[src/rtl/riscv_test_monitor.sv]
// Pass/fail/timeout monitor for RISC-V compliance tests: samples gp at PASS_PC once armed by start.
// Optional build macro MONITOR_TOHOST_EN adds tohost store detection as a result source.
module riscv_test_monitor #(
  parameter int              XLEN            = 32,
  parameter logic [XLEN-1:0] PASS_PC         = 32'h44,
  parameter logic [XLEN-1:0] RESULT_REG_PASS = 32'd1,
  parameter int              TIMEOUT         = 5000,
  parameter int              CNT_W           = 32,
  parameter logic [XLEN-1:0] TOHOST_ADDR     = 32'h1000
) (
  input  logic             clk,
  input  logic             rst,
  input  logic             start,
  input  logic [XLEN-1:0]  pc,
  input  logic [XLEN-1:0]  result_reg,
  input  logic             st_valid,
  input  logic [XLEN-1:0]  st_addr,
  input  logic [XLEN-1:0]  st_data,
  output logic             running,
  output logic             done,
  output logic             passed,
  output logic             failed,
  output logic             timed_out,
  output logic [XLEN-1:0]  fail_code,
  output logic [CNT_W-1:0] cycle_count
);

  typedef enum logic [2:0] {
    IDLE = 3'd0,
    RUN  = 3'd1,
    PASS = 3'd2,
    FAIL = 3'd3,
    TMO  = 3'd4
  } state_t;

  localparam logic [CNT_W-1:0] TMO_LAST = CNT_W'(TIMEOUT - 1);
  localparam logic [CNT_W-1:0] CNT_MAX  = {CNT_W{1'b1}};
  localparam logic [CNT_W-1:0] CNT_ONE  = {{(CNT_W-1){1'b0}}, 1'b1};

  state_t            state_r;
  state_t            state_nx_s;
  logic [CNT_W-1:0]  count_nx_s;
  logic [XLEN-1:0]   code_nx_s;
  logic              evt_s;
  logic              evt_pass_s;
  logic [XLEN-1:0]   evt_code_s;

`ifdef MONITOR_TOHOST_EN
  // Result event detection; a tohost store outranks the PC match.
  always_comb begin
    evt_s      = 1'b0;
    evt_pass_s = 1'b0;
    evt_code_s = {XLEN{1'b0}};
    if (st_valid && (st_addr == TOHOST_ADDR) && st_data[0]) begin
      evt_s      = 1'b1;
      evt_pass_s = (st_data == {{(XLEN-1){1'b0}}, 1'b1});
      evt_code_s = {1'b0, st_data[XLEN-1:1]};
    end else if (pc == PASS_PC) begin
      evt_s      = 1'b1;
      evt_pass_s = (result_reg == RESULT_REG_PASS);
      evt_code_s = {1'b0, result_reg[XLEN-1:1]};
    end else begin
      evt_s      = 1'b0;
    end
  end
`else
  // Store bus is not monitored in this build; fold it into a sink so nothing is built from it.
  logic unused_s;
  assign unused_s = ^{st_valid, st_addr, st_data, TOHOST_ADDR};

  // Result event detection from the PC match only.
  always_comb begin
    evt_s      = 1'b0;
    evt_pass_s = 1'b0;
    evt_code_s = {XLEN{1'b0}};
    if (pc == PASS_PC) begin
      evt_s      = 1'b1;
      evt_pass_s = (result_reg == RESULT_REG_PASS);
      evt_code_s = {1'b0, result_reg[XLEN-1:1]};
    end else begin
      evt_s      = 1'b0;
    end
  end
`endif

  // Next-state logic: start beats a result event, a result event beats the timeout.
  always_comb begin
    state_nx_s = state_r;
    count_nx_s = cycle_count;
    code_nx_s  = fail_code;
    case (state_r)
      RUN: begin
        if (start) begin
          count_nx_s = {CNT_W{1'b0}};
          code_nx_s  = {XLEN{1'b0}};
        end else if (evt_s) begin
          state_nx_s = evt_pass_s ? PASS : FAIL;
          code_nx_s  = evt_pass_s ? {XLEN{1'b0}} : evt_code_s;
        end else if (cycle_count == TMO_LAST) begin
          state_nx_s = TMO;
        end else if (cycle_count != CNT_MAX) begin
          count_nx_s = cycle_count + CNT_ONE;
        end else begin
          count_nx_s = cycle_count;
        end
      end
      IDLE, PASS, FAIL, TMO: begin
        if (start) begin
          state_nx_s = RUN;
          count_nx_s = {CNT_W{1'b0}};
          code_nx_s  = {XLEN{1'b0}};
        end else begin
          state_nx_s = state_r;
        end
      end
      default: begin
        state_nx_s = IDLE;
        count_nx_s = {CNT_W{1'b0}};
        code_nx_s  = {XLEN{1'b0}};
      end
    endcase
  end

  // State register with flags decoded from the next state so every output is a flop.
  always_ff @(posedge clk or posedge rst) begin
    if (rst) begin
      state_r     <= IDLE;
      cycle_count <= {CNT_W{1'b0}};
      fail_code   <= {XLEN{1'b0}};
      running     <= 1'b0;
      done        <= 1'b0;
      passed      <= 1'b0;
      failed      <= 1'b0;
      timed_out   <= 1'b0;
    end else begin
      state_r     <= state_nx_s;
      cycle_count <= count_nx_s;
      fail_code   <= code_nx_s;
      running     <= (state_nx_s == RUN);
      done        <= (state_nx_s == PASS) || (state_nx_s == FAIL) || (state_nx_s == TMO);
      passed      <= (state_nx_s == PASS);
      failed      <= (state_nx_s == FAIL);
      timed_out   <= (state_nx_s == TMO);
    end
  end

endmodule

[config.mk]
export PLATFORM = sky130hd
export DESIGN_NAME = riscv_test_monitor
export DESIGN_NICKNAME = d
export VERILOG_FILES = /design/src/rtl/riscv_test_monitor.sv
export SDC_FILE = /design/constraint.sdc
export NUM_CORES = 1
export LEC_CHECK = 0
export BUFFER_PORTS_ARGS = -buffer_cell sky130_fd_sc_hd__buf_2
export CAP_MARGIN = 25
export CORE_MARGIN = 10
export CORE_UTILIZATION = 30
export DETAILED_ROUTE_END_ITERATION = 7
export GPL_TIMING_DRIVEN = 0
export PLACE_DENSITY = 0.68
export SYNTH_ARGS = -nofsm -noshare
export SYNTH_HDL_FRONTEND = slang
export SYNTH_SLANG_ARGS = --single-unit
[constraint.sdc]
create_clock -name clk -period 4.26 [get_ports clk]
set_input_delay 0.426 -clock clk [delete_from_list [all_inputs] [get_ports clk]]
set_output_delay 0.426 -clock clk [all_outputs]
set_load 0.01 [all_outputs]
Word level (Yosys, flattened, before mapping)
Index checks and enable logic that the tools add are counted.
- logic and storage cells: 51
- bits in registers: 72
- output and inout bits: 69
- bits of input ports: 132
- reductions and logical operators: 6
- add/sub/neg operators: 1
- equality and inequality tests: 17
- multiplexer cells: 19
- operators with widths (operator ; number):
    two-way mux 32 bit ; 8
    case mux 32 bit (2 select lines) ; 2
    adder 32 x 1 -> 32 bit (second input constant) ; 1
    == test 32 x 1 -> 1 bit (second input constant) ; 1
    == test 32 x 13 -> 1 bit (second input constant) ; 1
    == test 32 x 7 -> 1 bit (second input constant) ; 1
    inequality test 32 bit (second input constant) ; 1
    two-way mux 31 bit ; 1
    == test 3 x 2 -> 1 bit (second input constant) ; 4
    two-way mux 3 bit ; 4
    inequality test 3 bit (second input constant) ; 4
    == test 3 x 1 -> 1 bit (second input constant) ; 2
    == test 3 bit (second input constant) ; 2
    case mux 3 bit (2 select lines) ; 1
    AND reduction 4 bit ; 1
    OR reduction 4 bit ; 1
    zero test 3 bit ; 1
    two-way mux 1 bit ; 3
    logical OR 1 bit ; 2
    inequality test 2 bit (second input constant) ; 1
    AND reduction 2 bit ; 1

Depth between registers and ports, before layout
Gate-level depths: netlist (run 1).
- depth after elaboration: 9
- mapped depth: 9
- mapped depth without buffers: 8

Worst setup path before layout (run 1)
OpenSTA, ideal clock, no wires.
- kind: register to register
- start: reg cycle_count[11]
- end: reg cycle_count[16]
- period minus slack after synthesis: 2.237 ns
- data required time: 4.135 ns
- stages on the path, launching flop included: 7
- arrival time: 2.112 ns
- slack: 2.023 ns
- buffers on the path: 1
- library setup time: 0.125 ns
- cell sequence: dfrtp_1 or4_4 or4_4 nand3_4 buf_6 nor4_1 mux2_4
- cells in the longest elaborated chain, start to end: 6
- elaborated cells on any way between the ends: 11
- those cells by class: add/sub (1); eq/ne (4); mux (5); reduce/logical (1)
- RTL lines (item ; line ; source):
    start: declaration ; 25 ; output logic [CNT_W-1:0] cycle_count
    start signal: assignment ; 128 ; cycle_count <= {CNT_W{1'b0}};
    start signal: assignment ; 137 ; cycle_count <= count_nx_s;
    adder 32 x 1 -> 32 bit ; 102 ; count_nx_s = cycle_count + CNT_ONE;
    two-way mux 32 bit ; 101 ; end else if (cycle_count != CNT_MAX) begin
    two-way mux 32 bit ; 99 ; end else if (cycle_count == TMO_LAST) begin
    two-way mux 32 bit ; 96 ; end else if (evt_s) begin
    two-way mux 32 bit ; 93 ; if (start) begin
    case mux 32 bit (2 select lines) ; 91 ; case (state_r)
Several ways; a longest one is shown, not always the timed one. The select of a mux whose other input is x is not followed.
A chain may end at the register's enable or synchronous reset.

Worst setup path after layout (run 1)
- start: reg cycle_count[10]
- end: reg cycle_count[16]
Same word-level chain as after synthesis.

==> results_dict.tcl, run 1 <==
set metrics [dict create \
    fin_crit_ps 2570 \
    dpl_cell_area_sq_um 4430 \
    period_share 0.603 \
    p_total_uw 1430 \
    stdcell_count 636 \
    portBuffers 134 \
    grt_max_degree 72 \
    hold_viol_final 0 \
    grt_remaining_overflow 0 \
    synth_top_area_share 0.497 \
    synth_cell_type_count 51 \
    diodes 0 \
    muxShareOfSynthArea 0.0157 \
    cts_buffers 9 \
    clkLatencyLatePin_ps 330 \
    syn-instance-count 344 \
    finalWirelength_mm 11.6 \
    wire_per_inst_microns 18.3 \
    io_pins 201 \
    fin_area_sq_um 4690 \
    avgSynthCellArea_sq_um 10.4 \
    irDropWorstVdd_mv 0.125 \
    synth_top_family_by_area "simple AND/OR/NAND/NOR gates" \
    status "finished, final reports clean" \
    synth-simple-area-share 0.262 \
    tightest_slew_ps 882 \
    top_layer "met4" \
    cp.arrival_ps 2790 \
    finClkSkew_ps 4.79 \
    pwr_density_cell_nw_per_um2 305 \
    cts_resized 0 \
    ys.warnings.count 0 \
    wl_met2_mm 5.37 \
    h-tree-depth 3 \
    place_congestion 0.844 \
    synth_compound_area_frac 0.177 \
    wl_met1_mm 4.79 \
    ys_seq_area_frac 0.497 \
    antenna_found_initial 0 \
    drive_gt1_frac 0.345 \
    postCtsHoldBufs 0 \
    max_freq_mhz 389 \
    route.met3.wl_mm 1.23 \
    clock-sinks 71 \
    maxSlewViolCount 0 \
    hp-class "in2async" \
    dp_hpwl_mm 8.93 \
    cp-start-kind "flop" \
    setup_tns_ps 0 \
    rsz0062_at_grt "no" \
    rows 39 \
    path_class "reg2reg" \
    synth_ff_type "dfrtp_1" \
    num_vias 3536 \
    vias_per_cell 5.56 \
    final_nets 622 \
    cp_max_fo 10 \
    async_flop_share 1.00 \
    fin_util 0.405 \
    first_iter_violations 230 \
    p_leak_uw 0.00222 \
    drc 0 \
    die_height_microns 129 \
    syn_area_sq_um 3580 \
    yosysTopAreaCell "dfrtp_1" \
    drv_cap 0 \
    synth_edf_count 0 \
    synth_fa_ha_area_frac 0.00350 \
    setup_viol 0 \
    cts_setup_buffers 0 \
    worstPathRequired_ps 4480 \
    fill_cells 1148 \
    cts_buffer_depth 2 \
    initial_core_util 0.309 \
    die-area_sq_um 16700 \
    die_w_microns 129 \
    endpoint_kind "flop" \
    tritoncts "yes" \
    clk_pin_slew_ps 50 \
    relSlewSlack 0.412 \
    dr.pass1.iters 5 \
    area_delta_synth_final_pct 31.0 \
    grt_pass1_wl_mm 18.2 \
    postSynthNetCount 477 \
    cts_root_buf "clkbuf_16" \
    synth_seq_cells 71 \
    synth_xor_area_frac 0.00490 \
    grt_pass1_vias 3511 \
    dp_cells 621 \
    ys_top_cells_by_area "dfrtp_1, a22o_1, or4_1" \
    core-area_sq_um 11600 \
    grt_usage 0.136 \
    ant_nets 0 \
]
-- synth_stat cells, types with 2 or more instances --
cell       number
a32o_1          2
nor4b_1         5
buf_2           4
and2_1          5
nor2_1         14
nor4_2          2
o21ai_0         6
o31ai_1        17
nand4_1        12
nand4bb_1       2
or4_4           2
inv_1           9
dfrtp_1        71
nor4_1         22
buf_6           4
o211ai_1        3
o21ai_1         2
buf_4           2
clkbuf_1        8
xnor2_1         2
or3_1           5
nand2b_1        2
or2_2           2
and3_1          2
nand3_1        13
mux2i_1         3
a22o_1         31
or4_1          22
nand2_1        25
a21oi_1        21
nor3_1          4
-- path summary, 6_finish.rpt --
kind                            slack, ps                     endpoint                        start  depth (start not counted)
worst min-delay path                  290     fail_code[6]$_DFFE_PP0P_                          rst                          2
max in group asynchronous            3400               done$_DFF_PP0_                          rst                          2
worst max-delay path                 1690  cycle_count[16]$_DFFE_PP0P_  cycle_count[10]$_DFFE_PP0P_                          7
min in group clk                      330    fail_code[10]$_DFFE_PP0P_               result_reg[11]                          2
worst max register to register       1690  cycle_count[16]$_DFFE_PP0P_  cycle_count[10]$_DFFE_PP0P_                          7
worst min register to register        500     fail_code[0]$_DFFE_PP0P_     fail_code[0]$_DFFE_PP0P_                          1
-- per-stage QoR --
stage          setup slack (ps)  hold slack (ps)
4_1_cts                    1790              316
2_1_floorplan              2020              544
5_1_grt                    1570              325
6_report                   1690              285
3_5_place_dp               1730              485
3_3_place_gp               1110              484
-- critical path, cell delays in order (launching register included) --
cell	delay, ps
dfrtp_1	450
nor4_1	510
nand4_1	290
or4_4	510
nand3_4	150
buf_6	160
nor4_1	70
mux2_4	310
-- sequential cells by signal, summed over array words and instances, names as in the netlist --
signal       flops
passed           1
timed_out        1
fail_code       31
state_r          3
cycle_count     32
running          1
failed           1
done             1
-- layout by cell type (no fill, tap or decap), types with 2 or more instances in the layout --
| master | count |
|---|---|
| o21ai_0 | 6 |
| nand4_1 | 12 |
| buf_4 | 2 |
| nand2_1 | 25 |
| dfrtp_1 | 71 |
| buf_6 | 4 |
| nor4b_1 | 5 |
| nand3_1 | 13 |
| nor2_1 | 14 |
| mux2i_1 | 3 |
| or3_1 | 5 |
| and2_1 | 5 |
| a21oi_1 | 21 |
| a32o_1 | 2 |
| nand4bb_1 | 2 |
| nor4_1 | 22 |
| xnor2_1 | 2 |
| clkbuf_1 | 12 |
| nand2b_1 | 2 |
| or2_2 | 2 |
| a22o_1 | 31 |
| or4_4 | 2 |
| clkbuf_16 | 9 |
| o31ai_1 | 17 |
| nor4_2 | 2 |
| inv_1 | 8 |
| nor3_1 | 4 |
| and3_1 | 2 |
| buf_2 | 138 |
| o211ai_1 | 3 |
| or4_1 | 22 |
| o21ai_1 | 2 |
-- power by group --
group | switching, uW | leakage [uW] | internal [uW] | total, uW
clock network | 263 | 0.000127 | 406 | 669
registers | 3.27 | 0.000979 | 677 | 681
logic | 49.3 | 0.00111 | 32.0 | 81.3
total | 315 | 0.00222 | 1120 | 1430
-- layer usage --
| layer | track usage | vias to the layer above |
|---|---|---|
| li1 | - | 1638 |
| met1 | 0.164 | 1721 |
| met2 | 0.216 | 161 |
| met5 | 0 | - |
| met4 | 0.0548 | 0 |
| met3 | 0.0506 | 16 |
-- area by class of cell --
type	count	area, sq um	share of cell area
multi-input combinational	246	1660	0.354
inverter	9	36.3	0.00774
buffer	18	110	0.0235
timing repair buffer	134	671	0.143
sequential	71	1780	0.379
clock buffer	14	254	0.0542
clock inverter	1	5.00	0.00107
tap	143	179	0.0382
-- kinds of logic after synthesis --
| logic type | count (synthesis) |
|---|---|
| muxes | 5 |
| xor gates and xnor gates | 2 |
| and+or+nand+nor | 149 |
| buffers and inverters | 27 |
| adders and majority gates | 1 |
| AOI/OAI and AO/OA | 88 |
| DFF | 71 |
| other | 1 |
(Power assumes the default switching activity.)
==> run 2: changes to the inputs <==
clock period = 2.6 ns   (was 4.26 ns; I/O delays follow)
==> run 2 against run 1 <==
  * Register-to-register slack got worse by 1500 ps
  * Clock-buffer cell count unchanged
  * Worst setup slack got worse by 1500 ps
  * Clock power increased by 64%
  * Routed wire length increased by 0.41%
  * Hold slack got worse by 170 ps
  * First-iteration DRC count increased by 8.3%
  * Design area increased by 0.64%
  * Sequential share of layout area decreased by 0.24 points
  * Die area unchanged
  * Via count increased by 0.23%
  * Critical path depth increased by 1
  * Highest routed layer unchanged
==> results_dict.tcl, run 2 (synthesized netlist as in run 1, its figures left out) <==
set metrics [dict create \
    status "finished, final reports clean" \
    period_share 0.931 \
    portBuffers 134 \
    reg_top3 "cycle_count (32), fail_code (31), state_r (3)" \
    tritoncts "yes" \
    final_nets 622 \
    dpl_cell_area_sq_um 4430 \
    layout_common_cells "buf_2, dfrtp_1, a22o_1" \
    cp-start-kind "flop" \
    cp.arrival_ps 2640 \
    setup_viol 0 \
    diodes 0 \
    wire_per_inst_microns 18.4 \
    maxSlewViolCount 0 \
    fin_ws_ps 180 \
    ant_nets 0 \
    hold_viol_final 0 \
    pwr-share-comb 0.057 \
    path_class "reg2reg" \
    rsz0062_at_grt "no" \
    worstPathRequired_ps 2820 \
    cts_root_buf "clkbuf_16" \
    dp_hpwl_mm 8.93 \
    rows 39 \
    core-area_sq_um 11600 \
    p_sw_uw 519 \
    num_vias 3544 \
    dp_slack_ps 133 \
    path_cells "ha_1 > and2_1 > nand3_1 > or4_4 > nand3_4 > buf_6 > nor4_1 > mux2_4" \
    pwr_density_cell_nw_per_um2 497 \
    area_delta_synth_final_pct 31.9 \
    drc 0 \
    place_congestion 0.844 \
    critical-path-max-stage-delay_ps 590 \
    fin_crit_ps 2420 \
    p_int_uw 1830 \
    io_pins 201 \
    setup_tns_ps 0 \
    die_w_microns 129 \
    switching_share 0.221 \
    cts_buffers 9 \
    fill_cells 1141 \
    cts_setup_buffers 0 \
    cp_max_fo 10 \
    p_leak_uw 0.00225 \
    regMostFlops "cycle_count" \
    finClkSkew_ps 5.94 \
    max_freq_mhz 413 \
    clkLatencyLatePin_ps 330 \
    grt_pass1_wl_mm 18.2 \
    hp-class "in2async" \
    clock-sinks 71 \
    finalWirelength_mm 11.7 \
    initial_core_util 0.309 \
    dr.pass1.iters 5 \
    fin_area_sq_um 4720 \
    largest_reg_flops 32 \
    cts_resized 0 \
    path_delay_family "simple AND/OR/NAND/NOR gates" \
    grt_pass1_vias 3511 \
    relSlewSlack 0.414 \
    vias_per_cell 5.57 \
    clk_pin_slew_ps 50 \
    first_iter_violations 249 \
    cp_num_buf_inv 1 \
    grt_remaining_overflow 0 \
    pwr-share-seq 0.475 \
    antenna_found_initial 0 \
    critPathSlowestCell "or4_4" \
    postCtsHoldBufs 0 \
    die-area_sq_um 16700 \
    drv_cap 0 \
    irDropWorstVdd_mv 0.205 \
    die_height_microns 129 \
    grt_usage 0.136 \
    tightest_slew_ps 879 \
    hold_ws_ps 118 \
    final_common_cell "buf_2" \
    clockPowerShare 0.468 \
    drive_gt1_frac 0.349 \
    endpoint_kind "flop" \
    cts_buffer_depth 2 \
    h-tree-depth 3 \
    grt_max_degree 72 \
]
-- run 2: cell counts in the layout (fill, tap and decap cells not counted) --
Identical to the previous run, type by type.
-- run 2: through the flow --
step	instances	util	power, uW
2_1_floorplan	344	-	1190
3_3_place_gp	621	0.383	1270
3_5_place_dp	621	0.383	1270
4_1_cts	636	0.405	2380
5_1_grt	636	0.408	2430
6_report	636	0.408	2350
-- run 2: per-layer routing --
metal	wire length [microns]	track usage	vias up
li1	-	-	1646
met1	4770	0.164	1726
met2	5450	0.216	156
met3	1250	0.0506	16
met4	204	0.0548	0
met5	0	0	-
-- run 2: worst paths after layout --
path	start	end	slack (ps)	cells after the start
worst max-delay path	cycle_count[1]$_DFFE_PP0P_	cycle_count[16]$_DFFE_PP0P_	180	8
worst min-delay path	rst	fail_code[6]$_DFFE_PP0P_	120	2
worst max register to register	cycle_count[1]$_DFFE_PP0P_	cycle_count[16]$_DFFE_PP0P_	180	8
worst min register to register	fail_code[0]$_DFFE_PP0P_	fail_code[0]$_DFFE_PP0P_	500	1
max in group asynchronous	rst	done$_DFF_PP0_	1900	2
min in group clk	result_reg[11]	fail_code[10]$_DFFE_PP0P_	160	2
-- run 2: power by group through the flow --
stage | combinational [uW] | clock (uW) | sequential (uW)
after floorplan | 50.8 | 0 | 1140
after global placement | 132 | 0 | 1130
after detailed placement | 136 | 0 | 1130
after CTS | 136 | 1120 | 1120
after global routing | 150 | 1170 | 1120
final | 133 | 1100 | 1120
-- run 2: cell type report --
cell class              instances  area (sq um)  area share
clock buffers                  14           254      0.0538
repair buffers                134           671       0.142
plain buffers                  18           110      0.0233
inverters                       9          36.3     0.00769
flip-flops and latches         71          1780       0.376
clock inverters                 1          5.00     0.00106
well taps                     143           179      0.0379
multi-input cells             246          1690       0.358
